File: config.mk
export PLATFORM = sky130hd
export DESIGN_NAME = inst_prefetch_queue
export DESIGN_NICKNAME = d
export VERILOG_FILES = /design/src/rtl/inst_prefetch_queue.sv
export SDC_FILE = /design/constraint.sdc
export NUM_CORES = 1
export LEC_CHECK = 0
export CAP_MARGIN = 20
export CORE_ASPECT_RATIO = 2
export CORE_UTILIZATION = 49
export CTS_CLUSTER_SIZE = 10
export DETAILED_ROUTE_END_ITERATION = 10
export HOLD_SLACK_MARGIN = 0.03
export PLACE_DENSITY = 0.76
export SETUP_SLACK_MARGIN = 0.5
export SYNTH_ARGS = -nofsm -noshare
export SYNTH_HDL_FRONTEND = slang
export SYNTH_SLANG_ARGS = --single-unit
File: constraint.sdc
create_clock -name clk -period 2.6 [get_ports clk]
set_input_delay 0.26 -clock clk [delete_from_list [all_inputs] [get_ports clk]]
set_output_delay 0.26 -clock clk [all_outputs]
set_load 0.01 [all_outputs]
File: src/rtl/inst_prefetch_queue.sv
// Sequential instruction prefetcher: streams consecutive ROM words into a small FIFO
// ahead of the core and flushes/restarts on a branch or jump redirect.
module inst_prefetch_queue #(
  parameter int unsigned DEPTH    = 4,
  parameter logic [31:0] RESET_PC = 32'h0
) (
  input  logic                       clk,
  input  logic                       rst,
  output logic                       rom_ce_o,
  output logic [31:0]                rom_addr_o,
  input  logic [31:0]                rom_data_i,
  output logic                       cpu_valid_o,
  input  logic                       cpu_ready_i,
  output logic [31:0]                cpu_inst_o,
  output logic [31:0]                cpu_pc_o,
  input  logic                       redirect_i,
  input  logic [31:0]                redirect_pc_i,
  output logic [$clog2(DEPTH):0]     occupancy_o
);

  localparam int unsigned PtrW = $clog2(DEPTH);
  localparam int unsigned CntW = PtrW + 1;
  localparam logic [CntW-1:0] FullCount = CntW'(DEPTH);

  logic [31:0]     fetch_pc_q, fetch_pc_d;
  logic [PtrW-1:0] wr_ptr_q, wr_ptr_d;
  logic [PtrW-1:0] rd_ptr_q, rd_ptr_d;
  logic [CntW-1:0] count_q, count_d;

  logic [31:0] mem_pc   [DEPTH];
  logic [31:0] mem_inst [DEPTH];

  logic push, pop, not_empty;

  assign not_empty = (count_q != '0);

  // Push decision uses the registered count only, so a full queue takes a refill bubble.
  assign push = !rst && !redirect_i && (count_q < FullCount);
  assign pop  = not_empty && !redirect_i && cpu_ready_i;

  assign rom_ce_o    = push;
  assign rom_addr_o  = fetch_pc_q;
  assign cpu_valid_o = not_empty && !redirect_i;
  assign cpu_inst_o  = not_empty ? mem_inst[rd_ptr_q] : 32'h0;
  assign cpu_pc_o    = not_empty ? mem_pc[rd_ptr_q]   : 32'h0;
  assign occupancy_o = count_q;

  always_comb begin
    fetch_pc_d = fetch_pc_q;
    wr_ptr_d   = wr_ptr_q;
    rd_ptr_d   = rd_ptr_q;
    count_d    = count_q;
    if (redirect_i) begin
      fetch_pc_d = {redirect_pc_i[31:2], 2'b00};
      wr_ptr_d   = '0;
      rd_ptr_d   = '0;
      count_d    = '0;
    end else begin
      if (push) begin
        fetch_pc_d = fetch_pc_q + 32'd4;
        wr_ptr_d   = wr_ptr_q + PtrW'(1);
      end
      if (pop) begin
        rd_ptr_d = rd_ptr_q + PtrW'(1);
      end
      unique case ({push, pop})
        2'b10:   count_d = count_q + CntW'(1);
        2'b01:   count_d = count_q - CntW'(1);
        default: count_d = count_q;
      endcase
    end
  end

  always_ff @(posedge clk or posedge rst) begin
    if (rst) begin
      fetch_pc_q <= RESET_PC;
      wr_ptr_q   <= '0;
      rd_ptr_q   <= '0;
      count_q    <= '0;
    end else begin
      fetch_pc_q <= fetch_pc_d;
      wr_ptr_q   <= wr_ptr_d;
      rd_ptr_q   <= rd_ptr_d;
      count_q    <= count_d;
    end
  end

  // Storage needs no reset: the head is masked to zero whenever the queue is empty.
  always_ff @(posedge clk) begin
    if (push) begin
      mem_pc[wr_ptr_q]   <= fetch_pc_q;
      mem_inst[wr_ptr_q] <= rom_data_i;
    end
  end

endmodule

## After elaboration in Yosys (flattened, before gate mapping)

Memories as Yosys holds them, arrays and structs flattened.
Cells that the tools add are included.

| cells by class | value |
|---|---|
| $add $sub $neg | 5 |
| multiply operators | 0 |
| divide/modulo/power cells | 0 |
| $lt $le $gt $ge | 1 |
| equality and inequality tests | 2 |
| shifts and indexed selects | 0 |
| muxes and demuxes | 12 |
| bitwise gates (word level) | 0 |
| reduce and logical (&&, ||, !) cells | 10 |

Operator list:

| operator | count |
|---|---|
| 32-bit 2-to-1 mux | 4 |
| 32-bit by 3-bit adder with 32-bit output, second input constant | 1 |
| 2-bit 2-to-1 mux | 4 |
| 3-bit one-hot mux with 2 select lines | 1 |
| 3-bit nonzero test | 2 |
| 2-bit by 1-bit adder with 2-bit output, second input constant | 2 |
| 1-bit logical AND | 4 |
| 2-bit nonzero test | 2 |
| 3-bit by 1-bit adder with 3-bit output, second input constant | 1 |
| 3-bit less-than comparator, second input constant | 1 |
| 3-bit 2-to-1 mux | 1 |
| 3-bit by 1-bit subtractor with 3-bit output, second input constant | 1 |
| 2-bit by 1-bit == test with 1-bit output, second input constant | 1 |
| 2-bit == test, second input constant | 1 |
| 1-bit zero test | 2 |
| 1-bit 2-to-1 mux | 2 |

| storage, ports and cells | value |
|---|---|
| register bits after elaboration | 39 |
| bits in latches | 0 |
| RAM bits | 256 |
| ROM bits | 0 |
| memories | 2 |

Memory list:

| memory | depth | width | rd ports | clocked after Yosys merged registers in | write ports | line | text |
|---|---|---|---|---|---|---|---|
| mem_inst | 4 | 32 | 1 | 0 | 1 | 31 | `logic [31:0] mem_inst [DEPTH];` |
| mem_pc | 4 | 32 | 1 | 0 | 1 | 30 | `logic [31:0] mem_pc [DEPTH];` |

## Depth between registers and ports, before layout

| logic depth | value |
|---|---|
| depth in word-level cells | 6 |
| mapped depth | 7 |

## Worst setup path before layout

OpenSTA, ideal clock, no wires.

| timing | value |
|---|---|
| kind | register to register |
| start point | register count_q[2], in the netlist occupancy_o[2] |
| end point | memory mem_inst[1][0] (enable) |
| library setup time | 0.426 ns |
| arrival time | 2.558 ns |
| required time | 2.174 ns |
| slack | -0.384 ns |
| cell stages (with the launch flop) | 4 |
| period minus slack after synthesis | 2.984 ns |
| path through | dfrtp_1 -> clkbuf_1 -> nor3_2 -> and2_1 |

| on the way | value |
|---|---|
| longest elaborated chain between the ends | 4 |

Ends and longest elaborated chain:

| element | line | text |
|---|---|---|
| start, declared | 28 | `logic [CntW-1:0] count_q, count_d;` |
| start signal, assigned | 84 | `count_q <= count_d;` |
| 3-bit less-than comparator | 38 | `assign push = !rst && !redirect_i && (count_q < FullCount);` |
| 1-bit logical AND | 38 |  |
| named net rom_ce_o | 9 | `output logic rom_ce_o,` |
| 1-bit 2-to-1 mux | 90 | `if (push) begin` |
| 1-bit 2-to-1 mux (implied by the code) | 92 | `mem_inst[wr_ptr_q] <= rom_data_i;` |
| end, declared | 31 |  |

The timed path passes the listed nets, and every way through them passes these cells.

## Final worst setup path

| timing | value |
|---|---|
| start point | register rd_ptr_q[0] |
| end point | output port cpu_pc_o[24] |

| on the way | value |
|---|---|
| longest elaborated chain between the ends | 2 |

Ends and longest elaborated chain:

| element | line | text |
|---|---|---|
| start, declared | 27 | `logic [PtrW-1:0] rd_ptr_q, rd_ptr_d;` |
| start signal, assigned | 83 | `rd_ptr_q <= rd_ptr_d;` |
| memory 4 x 32 bit | - |  |
| 32-bit 2-to-1 mux | 45 | `assign cpu_pc_o = not_empty ? mem_pc[rd_ptr_q] : 32'h0;` |
| end, declared | 15 | `output logic [31:0] cpu_pc_o,` |

No other way between the ends.

==> results_dict.tcl <==
set metrics [dict create \
    core_um2 23200 \
    fillCellCount 1528 \
    hold_slack_ns 0.325 \
    hp-class "primary input to flip-flop" \
    n_antenna_cell 0 \
    status "finished clean" \
    cts_buffer_depth 3 \
    io_pins 169 \
    synth_area_per_cell_um2 17.9 \
    layout.nets 955 \
    drive_gt1_frac 0.340 \
    cp-start-kind "flip-flop" \
    grt_pass1_vias 7271 \
    cts_sinks 285 \
    row_count 79 \
    antenna_found_initial 0 \
    drv_cap 0 \
    finalSetupTns_ns 0 \
    via_per_inst 5.79 \
    max_slew.worst_pin.slew_ns 0.681 \
    synth_cells 647 \
    dp_hpwl_um 15500 \
    dieArea_um2 24400 \
    fin_crit_sh 0.920 \
    finalWirelength_um 27000 \
    cts_buffers 34 \
    drc 0 \
    place_area_um2 13800 \
    critPathCaptureType "output pin" \
    wl_per_cell_um 23.0 \
    die_w_um 111 \
    multi_input_area_um2 3340 \
    relSlewSlack 0.546 \
    clock_latency_ns 0.49 \
    grt_use_total 0.224 \
    clk_pin_slew_worst_paths_ns 0.06 \
    vias 6815 \
    grt_pass1_wl_um 41100 \
    cts_tree "yes" \
    synth-main-ff-cell "edfxtp_1" \
    first_iter_violations 421 \
    fp.dieH_um 220 \
    p_leak_nw 5.39 \
    final_area_um2 15600 \
    finalMaxSlewViolations 0 \
    cp_max_fo 7 \
    cp_data_arrival_time_ns 2.13 \
    synth_edf_count 248 \
    cts_max_level 2 \
    grt_setup_unrepaired "true" \
    ys_seq_elements 285 \
    period_needed_ns 2.39 \
    syn2layout_area_growth_pct 34.1 \
    yosysSeqAreaShare 0.721 \
    max-vdd-ir-drop_mv 0.824 \
    start_util 0.500 \
    final-seq-area_um2 8400 \
    max_freq_ghz 0.418 \
    skew_ns 0.0149 \
    final_hold_viol_count 0 \
    cts-root-buf "clkbuf_16" \
    synth_warnings 0 \
    numPortBuffers 162 \
    ant_nets 0 \
    setup_violations 0 \
    yosys.cell_types.count 52 \
    first_pass_iters 5 \
    globalRouteOverflowTotal 0 \
    worstPathRequired_ns 2.34 \
    place.gp.congestion 0.816 \
    syn_area_um2 11600 \
    async_flop_share 0.130 \
    worstSetupPathType "flip-flop to output pin" \
    grt_max_degree 63 \
    powerDensity_nw_per_um2 982 \
]
area by class of cell:
class,count,share of cell area
well taps,283,0.0227
repair buffers,231,0.158
inverters,9,0.00217
clock buffers,48,0.0621
flip-flops and latches,285,0.540
clock inverters,1,0.000402
multi-input cells,320,0.215
registers in the layout, summed over array words and instances, names as in the netlist:
| name | cells |
|---|---|
| wr_ptr_q | 2 |
| mem_inst | 128 |
| rom_addr_o | 30 |
| occupancy_o | 3 |
| rd_ptr_q | 2 |
| mem_pc | 120 |
worst max-delay path, cell delays in order, from the launching register on:
cell and delay [ns]:
dfrtp_4 0.52, buf_12 0.16, buf_8 0.12, buf_16 0.14, mux4_2 0.41, nor2b_1 0.15
buf_2 0.14
routing by layer:
metal / share of wire / GRT usage / vias to the layer above
met5: 0 / 0 / -
met4: 0.027 / 0.0844 / 0
met3: 0.045 / 0.0283 / 45
met2: 0.57 / 0.430 / 269
met1: 0.36 / 0.251 / 3475
li1: - / - / 3026
cells by family after synthesis:
group	after synthesis	share of synthesized area
mux	66	0.124
xor+xnor	15	0.0113
compound gates	53	0.0314
flops	285	0.721
other cells	1	0.000323
buf+inv	45	0.0171
fa+ha+maj	6	0.00711
simple gates	176	0.0879
timing repair:
| item | 4_1_cts | 5_1_grt |
|---|---|---|
| resized for setup | 309 | 67 |
| pin swaps | 3 | 2 |
| gates cloned | 9 | 0 |
| buffers inserted | 18 | 15 |
| hold buffers | 0 | 0 |
| setup endpoints to repair | 76 | 75 |
placed cells by master (no fill, tap or decap), drive strengths merged, types with 4 or more instances in the layout:
| cell type | count |
|---|---|
| nor2b | 63 |
| nand3 | 11 |
| mux4 | 62 |
| nor2 | 16 |
| nor3 | 4 |
| and2 | 6 |
| a31oi | 8 |
| o211ai | 6 |
| conb | 4 |
| o311ai | 6 |
| or3 | 4 |
| or4 | 10 |
| nand2 | 35 |
| xnor2 | 10 |
| dfrtp | 37 |
| clkdlybuf4s50 | 98 |
| inv | 10 |
| xor2 | 5 |
| edfxtp | 248 |
| o31ai | 8 |
| nand4 | 12 |
| buf | 130 |
| o21ai | 14 |
| clkbuf | 48 |
| ha | 5 |
stage by stage:
step	power [W]	setup WS (ns)	instances	utilization
6_report	0.0153	0.208	1177	0.670
4_1_cts	0.0149	0.181	1162	0.653
5_1_grt	0.0159	0.139	1177	0.670
2_1_floorplan	0.00771	0.260	650	-
3_3_place_gp	0.00966	0.357	1086	0.595
3_5_place_dp	0.00978	0.0819	1086	0.595
power by group:
part | internal (W) | total (W) | leakage (nW) | switching [W]
Sequential | 0.00534 | 0.00555 | 2.68 | 0.000203
Combinational | 0.00306 | 0.00551 | 2.24 | 0.00245
Clock | 0.00255 | 0.00423 | 0.473 | 0.00167
synth_stat cells, types with 2 or more instances:
cell,number,area share
or3_1,4,0.0022
nand4_1,11,0.0059
o311ai_0,6,0.0045
buf_4,4,0.0026
and3_1,2,0.0011
clkbuf_1,22,0.0071
nand3_1,11,0.0047
o211ai_1,6,0.0039
a31oi_1,8,0.0043
buf_2,6,0.0026
xor2_1,5,0.0038
xnor2_1,10,0.0075
mux4_2,62,0.12
nor2b_1,63,0.034
mux2i_1,3,0.0026
edfxtp_1,248,0.64
and4_1,2,0.0015
and2_1,6,0.0032
nor3_1,3,0.0013
dfrtp_1,37,0.080
o31a_1,2,0.0015
a21oi_1,2,0.00086
buf_1,3,0.00097
nor4_1,3,0.0016
nand2_1,35,0.011
or2_2,2,0.0011
or4_1,9,0.0058
o31ai_1,8,0.0052
o21ai_0,14,0.0060
nor2_1,16,0.0052
inv_1,9,0.0029
ha_1,5,0.0054
path summary, 6_finish.rpt:
| path | cells after the start | slack [ns] | end | startpoint |
|---|---|---|---|---|
| min in group asynchronous | 3 | 0.48 | rom_addr_o[3] | rst |
| hold reg to reg | 0 | 0.58 | mem_pc[3][23] | rom_addr_o[23] |
| hold / removal | 3 | 0.33 | rom_addr_o[10] | redirect_pc_i[10] |
| max in group asynchronous | 3 | 1.87 | rd_ptr_q[0] | rst |
| setup reg to reg | 7 | 0.56 | occupancy_o[2] | occupancy_o[0] |
| setup / recovery | 6 | 0.21 | cpu_pc_o[24] | rd_ptr_q[0] |
Power figures use the tool's default switching activity.
